[src/rtl/inst_mem_loader.sv]
// inst_mem_loader
//   Packs a valid/ready byte stream into 32-bit words, big-end first, so that
//   the instruction ROM read-side byte swap yields the original little-endian
//   instruction. Writes the words to consecutive word-aligned byte addresses.
//   One load runs per i_start pulse.
//
// Configuration macro: INST_MEM_LOADER_CLEAR_EN
//   defined   - after the load, words N .. 2^ADDR_WIDTH-1 are zero-filled
//   undefined - unloaded locations are left untouched
//
// Ports
//   i_clock, i_reset   rising-edge clock, async active-high reset
//   i_start            load request, honoured in IDLE/DONE only
//   i_num_words        words to load (clamped to 2^ADDR_WIDTH), sampled on start
//   i_byte_valid/data  byte source
//   o_byte_ready       byte accepted this cycle (decoded from state)
//   o_wr_en/addr/data  one-cycle memory write
//   o_word_count       data words written in the current load
//   o_busy, o_done     status
//
// state   | meaning
// S_IDLE  | waiting for first start
// S_LOAD  | accepting bytes of the current word
// S_WRITE | issuing the write of the packed word
// S_CLEAR | zero-filling unloaded words (macro only)
// S_DONE  | load finished, waiting for next start
module inst_mem_loader #(
  parameter int ADDR_WIDTH = 10
) (
  input  logic                  i_clock,
  input  logic                  i_reset,
  input  logic                  i_start,
  input  logic [ADDR_WIDTH:0]   i_num_words,
  input  logic                  i_byte_valid,
  input  logic [7:0]            i_byte_data,
  output logic                  o_byte_ready,
  output logic                  o_wr_en,
  output logic [31:0]           o_wr_addr,
  output logic [31:0]           o_wr_data,
  output logic [ADDR_WIDTH:0]   o_word_count,
  output logic                  o_busy,
  output logic                  o_done
);

  localparam logic [ADDR_WIDTH:0] W_DEPTH = {1'b1, {ADDR_WIDTH{1'b0}}};
`ifdef INST_MEM_LOADER_CLEAR_EN
  localparam logic [ADDR_WIDTH:0] W_LAST  = {1'b0, {ADDR_WIDTH{1'b1}}};
`endif

  typedef enum logic [2:0] {
    S_IDLE  = 3'd0,
    S_LOAD  = 3'd1,
    S_WRITE = 3'd2,
    S_DONE  = 3'd3
`ifdef INST_MEM_LOADER_CLEAR_EN
    , S_CLEAR = 3'd4
`endif
  } state_t;

  state_t              r_state, w_state_nxt;
  logic [ADDR_WIDTH:0] r_n, w_n_nxt;
  logic [1:0]          r_byte_idx, w_byte_idx_nxt;
  logic [31:0]         r_pack, w_pack_nxt;
  logic [ADDR_WIDTH:0] r_word_idx, w_word_idx_nxt;
  logic [ADDR_WIDTH:0] r_count, w_count_nxt;
  logic                w_wr_en_nxt;
  logic [31:0]         w_wr_addr_nxt;
  logic [31:0]         w_wr_data_nxt;
  logic                w_busy_nxt;
  logic                w_done_nxt;
  logic [ADDR_WIDTH:0] w_n_clamp;
  logic [ADDR_WIDTH:0] w_count_inc;

  assign w_n_clamp    = i_num_words[ADDR_WIDTH] ? W_DEPTH : i_num_words;
  assign w_count_inc  = r_count + 1'b1;
  assign o_byte_ready = (r_state == S_LOAD);

  always_comb begin
    w_state_nxt    = r_state;
    w_n_nxt        = r_n;
    w_byte_idx_nxt = r_byte_idx;
    w_pack_nxt     = r_pack;
    w_word_idx_nxt = r_word_idx;
    w_count_nxt    = r_count;
    case (r_state)
      S_IDLE, S_DONE: begin
        if (i_start) begin
          w_n_nxt        = w_n_clamp;
          w_byte_idx_nxt = 2'd0;
          w_pack_nxt     = 32'd0;
          w_word_idx_nxt = '0;
          w_count_nxt    = '0;
          if (w_n_clamp == '0) begin
`ifdef INST_MEM_LOADER_CLEAR_EN
            w_state_nxt = S_CLEAR;
`else
            w_state_nxt = S_DONE;
`endif
          end else begin
            w_state_nxt = S_LOAD;
          end
        end
      end
      S_LOAD: begin
        if (i_byte_valid) begin
          // shift-in places the first byte of the word in [31:24]
          w_pack_nxt = {r_pack[23:0], i_byte_data};
          if (r_byte_idx == 2'd3) begin
            w_byte_idx_nxt = 2'd0;
            w_state_nxt    = S_WRITE;
          end else begin
            w_byte_idx_nxt = r_byte_idx + 2'd1;
          end
        end
      end
      S_WRITE: begin
        w_count_nxt    = w_count_inc;
        w_word_idx_nxt = r_word_idx + 1'b1;
        if (w_count_inc == r_n) begin
`ifdef INST_MEM_LOADER_CLEAR_EN
          w_state_nxt = (r_n == W_DEPTH) ? S_DONE : S_CLEAR;
`else
          w_state_nxt = S_DONE;
`endif
        end else begin
          w_state_nxt = S_LOAD;
        end
      end
`ifdef INST_MEM_LOADER_CLEAR_EN
      S_CLEAR: begin
        w_word_idx_nxt = r_word_idx + 1'b1;
        if (r_word_idx == W_LAST) begin
          w_state_nxt = S_DONE;
        end
      end
`endif
      default: w_state_nxt = S_IDLE;
    endcase
  end

  // Registered outputs are derived from the next state so that they line up
  // with the state they describe.
  always_comb begin
    w_wr_en_nxt = (w_state_nxt == S_WRITE);
`ifdef INST_MEM_LOADER_CLEAR_EN
    if (w_state_nxt == S_CLEAR) begin
      w_wr_en_nxt = 1'b1;
    end
`endif
    w_wr_addr_nxt = 32'd0;
    if (w_wr_en_nxt) begin
      w_wr_addr_nxt = {{(32 - ADDR_WIDTH - 3){1'b0}}, w_word_idx_nxt, 2'b00};
    end
    w_wr_data_nxt = (w_state_nxt == S_WRITE) ? w_pack_nxt : 32'd0;
    w_busy_nxt    = (w_state_nxt == S_LOAD) || (w_state_nxt == S_WRITE);
`ifdef INST_MEM_LOADER_CLEAR_EN
    if (w_state_nxt == S_CLEAR) begin
      w_busy_nxt = 1'b1;
    end
`endif
    w_done_nxt = (w_state_nxt == S_DONE);
  end

  always_ff @(posedge i_clock or posedge i_reset) begin
    if (i_reset) begin
      r_state      <= S_IDLE;
      r_n          <= '0;
      r_byte_idx   <= 2'd0;
      r_pack       <= 32'd0;
      r_word_idx   <= '0;
      r_count      <= '0;
      o_wr_en      <= 1'b0;
      o_wr_addr    <= 32'd0;
      o_wr_data    <= 32'd0;
      o_busy       <= 1'b0;
      o_done       <= 1'b0;
    end else begin
      r_state      <= w_state_nxt;
      r_n          <= w_n_nxt;
      r_byte_idx   <= w_byte_idx_nxt;
      r_pack       <= w_pack_nxt;
      r_word_idx   <= w_word_idx_nxt;
      r_count      <= w_count_nxt;
      o_wr_en      <= w_wr_en_nxt;
      o_wr_addr    <= w_wr_addr_nxt;
      o_wr_data    <= w_wr_data_nxt;
      o_busy       <= w_busy_nxt;
      o_done       <= w_done_nxt;
    end
  end

  assign o_word_count = r_count;

endmodule

[config.mk]
export PLATFORM = sky130hd
export DESIGN_NAME = inst_mem_loader
export DESIGN_NICKNAME = d
export VERILOG_FILES = /design/src/rtl/inst_mem_loader.sv
export SDC_FILE = /design/constraint.sdc
export NUM_CORES = 1
export LEC_CHECK = 0
export ABC_AREA = 0
export CORE_ASPECT_RATIO = 1.4
export CORE_MARGIN = 4
export CORE_UTILIZATION = 51
export CTS_CLUSTER_DIAMETER = 150
export DETAILED_ROUTE_END_ITERATION = 10
export PLACE_DENSITY = 0.79
export SLEW_MARGIN = 5
export SYNTH_ARGS = -nofsm -noshare
export SYNTH_HDL_FRONTEND = slang
export SYNTH_SLANG_ARGS = --single-unit
[constraint.sdc]
create_clock -name i_clock -period 4.9 [get_ports i_clock]
set_clock_uncertainty 0.05 [all_clocks]
set_input_delay 0.98 -clock i_clock [delete_from_list [all_inputs] [get_ports i_clock]]
set_output_delay 0.98 -clock i_clock [all_outputs]
set_load 0.02 [all_outputs]
==> results of run 1 <==
[state kept, by name, summed over array words and instances (netlist names), 2 cells and up]
register	cells
r_state	3
r_word_idx	11
r_n	11
o_word_count	11
r_pack	32
r_byte_idx	2
o_wr_data	32
o_wr_addr	11
[worst register-to-register path, stage by stage (launching register included)]
cell and delay (ns):
dfrtp_1 0.52, nand2b_1 0.24, nor2_1 0.15, and2_1 0.14, buf_4 0.34, nand2_1 0.22
inv_1 0.72, and2_1 0.25
[layer usage]
layer / part of all wire (%) / GRT usage, % / wire (um) / vias to the layer above
li1: - / - / - / 1643
met1: 40 / 23.8 / 4410 / 1771
met2: 51 / 33.0 / 5660 / 139
met3: 5.7 / 6.25 / 625 / 31
met4: 3.1 / 9.19 / 340 / 0
met5: 0 / 0 / 0 / -
[logic make-up (layout without fill, tap and decap cells)]
family	count (synthesis)	count (layout)	share of synthesized area, %
flops	116	116	57.7
xor+xnor	20	20	3.48
simple gates	131	131	14.6
other cells	1	22	0.0745
buf+inv	63	132	7.51
mux	2	2	0.423
compound gates	104	104	15.5
fa+ha+maj	3	3	0.746
[cell type report]
class / instances / area [sq um] / share of cell area [%]
repair buffers: 85 / 838 / 13.1
inverters: 15 / 58.8 / 0.920
clock inverters: 14 / 153 / 2.39
well taps: 132 / 165 / 2.59
multi-input cells: 282 / 1830 / 28.7
clock buffers: 18 / 439 / 6.87
flip-flops and latches: 116 / 2900 / 45.4
[final timing paths]
| path | end | cells past startpoint | from | slack (ns) |
|---|---|---|---|---|
| max in group asynchronous | r_byte_idx[1] | 3 | i_reset | 2.92 |
| worst max-delay path | o_byte_ready | 3 | r_state[2] | 1.92 |
| worst max register to register | o_wr_data[22] | 7 | r_state[2] | 2.20 |
| min in group asynchronous | o_wr_en | 2 | i_reset | 1.04 |
| worst min register to register | r_pack[29] | 1 | r_pack[29] | 0.44 |
| worst min-delay path | r_pack[29] | 1 | r_pack[29] | 0.44 |
[power by group through the flow]
stage	sequential, W	clock, W	combinational, W
floorplan	0.00102	0	0.000124
global placement	0.00103	0	0.000148
detailed placement	0.00103	0	0.000152
CTS	0.00102	0.00124	0.000155
global route	0.00102	0.00128	0.000172
finish	0.00102	0.00122	0.000154
[per-stage QoR]
step	power, W	util [%]	hold WS (ns)	instance area [sq um]
global route	0.00247	66.8	0.462	6390
CTS	0.00241	66.8	0.444	6390
detailed placement	0.00118	60.6	0.427	5800
global placement	0.00118	60.6	0.429	5800
floorplan	0.00114	-	0.407	5110
finish	0.00239	66.8	0.443	6390
[placed cells by master, fill, tap and decap left out, types with 7 or more instances in the layout]
master and instances:
clkbuf_16 17, nand3_1 8, nor3_1 7, nand2_1 24, xnor2_1 14, nor2_1 15, a22o_1 39, clkdlybuf4s50_1 80
a21oi_1 7, and2_1 41, inv_1 14, nand3b_1 12, o21ai_0 27, dfrtp_1 116, conb_1 22
==> results.yml, run 1 <==
global_route:
  grtUsageTotal_pct: 20.0
  grt.overflow.total: 0
  grt_max_degree: 71
  grt_pass1_wl_mm: 18.1
  antenna_found_initial: 0
  grt_pass1_vias: 3654
synthesis:
  synthCells: 440
  yosysTopAreaCellShare_pct: 57.7
  ys.flop_type: "dfrtp_1"
  yosysWarnings: 0
  ys_types: 50
  synth_area_leaders: "dfrtp_1 (58%), a22o_1 (6.8%), and2_1 (5.1%)"
  synth_edf_count: 0
  yosysSeqAreaShare_pct: 57.7
  avgSynthCellArea_sq_um: 11.4
  async_reset_ff_share_pct: 100
  yosys.area.top_type: "dfrtp_1"
  synth_area_sq_um: 5030
  yosysMostFrequentCell: "dfrtp_1"
  yosys-top-cells-count: "dfrtp_1 (116), and2_1 (41), a22o_1 (39)"
  ys_ff_latch: 116
routing:
  drt_iter0_drc: 242
  drt_wl_total_mm: 11.0
  vias_per_cell: 5.41
  wire_per_inst_um: 16.7
  drc: 0
  firstDrtPassIters: 5
  antenna_left: 0
  vias: 3584
critical_path:
  max_stage_delay_ns: 0.64
  slowest_stage: "clkdlybuf4s50_1"
  path_delay_family: "buffers and inverters"
  start_kind: "register"
  end_kind: "output pin"
  path_max_fanout: 12
  worst-path-buf-inv: 1
  crit_arrival_ns: 1.95
  crit_type: "register to output pin"
  cp_cell_sequence: "nand2b_1 -> nor2_1 -> clkdlybuf4s50_1"
  cp.required_ns: 3.87
cts:
  cts_tree: "built"
  clk_latency_ns: 0.41
  clk_path_buf_depth: 2
  path_clk_slew_ns: 0.05
  cts_sinks: 116
  ctsHoldBuffers: 0
  cts_setup_buffers: 0
  cts_resized: 0
  cts-root-buf: "clkbuf_16"
  cts_max_level: 4
  cts_buffers: 17
sta:
  tightest_slew_ns: 0.928
  rsz0062_at_grt: "false"
  timing.final.ws_setup_ns: 1.92
  max_freq_mhz: 336
  setup_viol: 0
  fin_crit_sh_pct: 60.8
  finalMaxSlewViolations: 0
  slew_headroom_pct: 38.1
  min_period_ns: 2.98
  setup_tns_ns: 0
  hold_violations: 0
die:
  die_x_um: 92.0
  rows: 42
  start_util_pct: 52.6
  die-area_sq_um: 11500
  coreArea_sq_um: 9560
  fp.dieH_um: 126
  pin_count: 102
final_layout:
  fin_cells: 662
  area_delta_synth_final_pct: 26.9
  finalNetCount: 543
  insertedDiodeCount: 0
  drive_gt1_share_pct: 8.68
  fill_cells: 735
outcome:
  status: "completed"
placement:
  pre_cts_ws_ns: 1.60
  hpwl_mm: 7.28
  dp.cells: 630
  place_congestion: 0.842
  port_buffers: 80
pwr:
  pwr-share-comb_pct: 6.4
  power_density_nw_per_um2: 374
  power_frac_clock_pct: 51.1
  p_seq_share_pct: 42.5
  switching_share_pct: 24.0
  p_int_w: 0.00182
  peakVddDrop_v: 0.000283
  p_sw_w: 0.000573
  p_leak_nw: 2.90
flow_run:
  max_cap_viol_count: 0
worst_hold_path:
  min_path_type: "register to register"
(Power assumes the default switching activity.)
==> run 2: changes to the inputs <==
CORE_UTILIZATION = 46   (was 51)
PLACE_DENSITY = 0.76   (was 0.79)
clock period = 2.52 ns   (was 4.9 ns; I/O delays follow)
==> results.yml, run 2 (same netlist as run 1, synthesis figures left out) <==
die:
  pin_count: 102
  start_util_pct: 47.9
  die_x_um: 96.4
  fp.dieH_um: 132
  rows: 44
  die-area_sq_um: 12700
  coreArea_sq_um: 10500
final_layout:
  fin_cells: 672
  area_delta_synth_final_pct: 28.5
  drive_gt1_share_pct: 8.99
  reg_top3: "o_wr_data: 32 flops, r_pack: 32 flops"
  finalNetCount: 548
  final_cell_area_sq_um: 6470
  final_cell_mix: "dfrtp_1 (116), clkdlybuf4s50_1 (79), and2_1 (41)"
  layout_commonest_cell: "dfrtp_1"
  insertedDiodeCount: 0
sta:
  fin_crit_sh_pct: 85.6
  setup_tns_ns: 0
  tightest_slew_ns: 0.601
  finalMaxSlewViolations: 0
  min_period_ns: 2.16
  max_freq_mhz: 464
  slew_headroom_pct: 59.9
  hold_violations: 0
  timing.hold.ws_ns: 0.440
  rsz0062_at_grt: "false"
  setup_viol: 0
pwr:
  p_int_w: 0.00370
  p_leak_nw: 2.96
  power_density_nw_per_um2: 729
  power_w: 0.00471
  p_seq_share_pct: 41.9
  pwr-share-comb_pct: 6.4
  power_frac_clock_pct: 51.7
  p_sw_w: 0.00101
  peakVddDrop_v: 0.000391
  switching_share_pct: 21.5
cts:
  cts_setup_buffers: 0
  clk_latency_ns: 0.40
  cts_sinks: 116
  cts_tree: "built"
  path_clk_slew_ns: 0.05
  ctsHoldBuffers: 0
  clk_path_buf_depth: 2
  cts-root-buf: "clkbuf_16"
  cts_max_level: 4
  cts_buffers: 17
  cts_resized: 0
global_route:
  use_met3_pct: 4.51
  grt_pass1_wl_mm: 17.8
  grtUsageTotal_pct: 17.9
  grt.overflow.total: 0
  antenna_found_initial: 0
  grt_pass1_vias: 3636
  use_met1_pct: 21.7
  use_met2_pct: 29.4
  busiest_layer: "met2"
  grt_max_degree: 117
critical_path:
  cp.required_ns: 2.74
  crit_arrival_ns: 2.38
  crit_type: "register to register"
  end_kind: "register"
  r2r_cells: 6
  start_kind: "register"
  path_max_fanout: 7
placement:
  hpwl_mm: 7.29
  place_congestion: 0.899
  port_buffers: 80
  dpl-instance-area_sq_um: 5860
  dp.cells: 641
routing:
  vias_per_cell: 5.33
  drt_wl_total_mm: 10.6
  firstDrtPassIters: 4
  wire_per_inst_um: 15.8
  drc: 0
  drt_iter0_drc: 203
  vias: 3581
  antenna_left: 0
worst_hold_path:
  min_path_type: "register to register"
  hold_depth: 1
outcome:
  status: "completed"
flow_run:
  max_cap_viol_count: 0
## run 2: final cells by class
class	count	area, sq um
clock inverter	8	124
timing repair buffer	90	891
fill	830	4050
sequential	116	2900
multi-input combinational	282	1830
tap	138	173
inverter	15	60.1
clock buffer	23	488
## run 2: per-stage QoR
step / util, % / setup slack, ns
after floorplan: - / 0.553
after global placement: 55.7 / 0.220
after detailed placement: 55.7 / 0.187
after CTS: 61.5 / 0.0169
after global routing: 61.5 / 0.231
final: 61.5 / 0.364
## run 2: critical path, cell delays in order (launching register included)
cell and delay, ns:
dfrtp_1 0.48, ha_1 0.33, nand2_1 0.16, or3_1 0.38
a22oi_1 0.20, nand3_1 0.22, a2bb2oi_2 0.20
## run 2: power groups by stage
stage               logic, W  clock network [W]  registers, W
finish              0.000301            0.00244       0.00197
global route        0.000338            0.00258       0.00198
CTS                 0.000305            0.00248       0.00197
detailed placement  0.000301                  0       0.00200
global placement    0.000293                  0       0.00200
floorplan           0.000242                  0       0.00198
## run 2: path summary, 6_finish.rpt
check	start	to	slack (ns)
max in group asynchronous	i_reset	o_wr_data[28]	1.39
min reg2reg	r_pack[28]	r_pack[28]	0.44
max	o_word_count[0]	o_busy	0.36
min	r_pack[28]	r_pack[28]	0.44
max reg2reg	o_word_count[0]	o_busy	0.36
min in group asynchronous	i_reset	r_pack[23]	0.58
## run 2: metal layers
layer	share of wire, %	wire [um]
met1	40	4230
met2	52	5510
met3	6.3	669
met4	2.1	225
met5	0	0
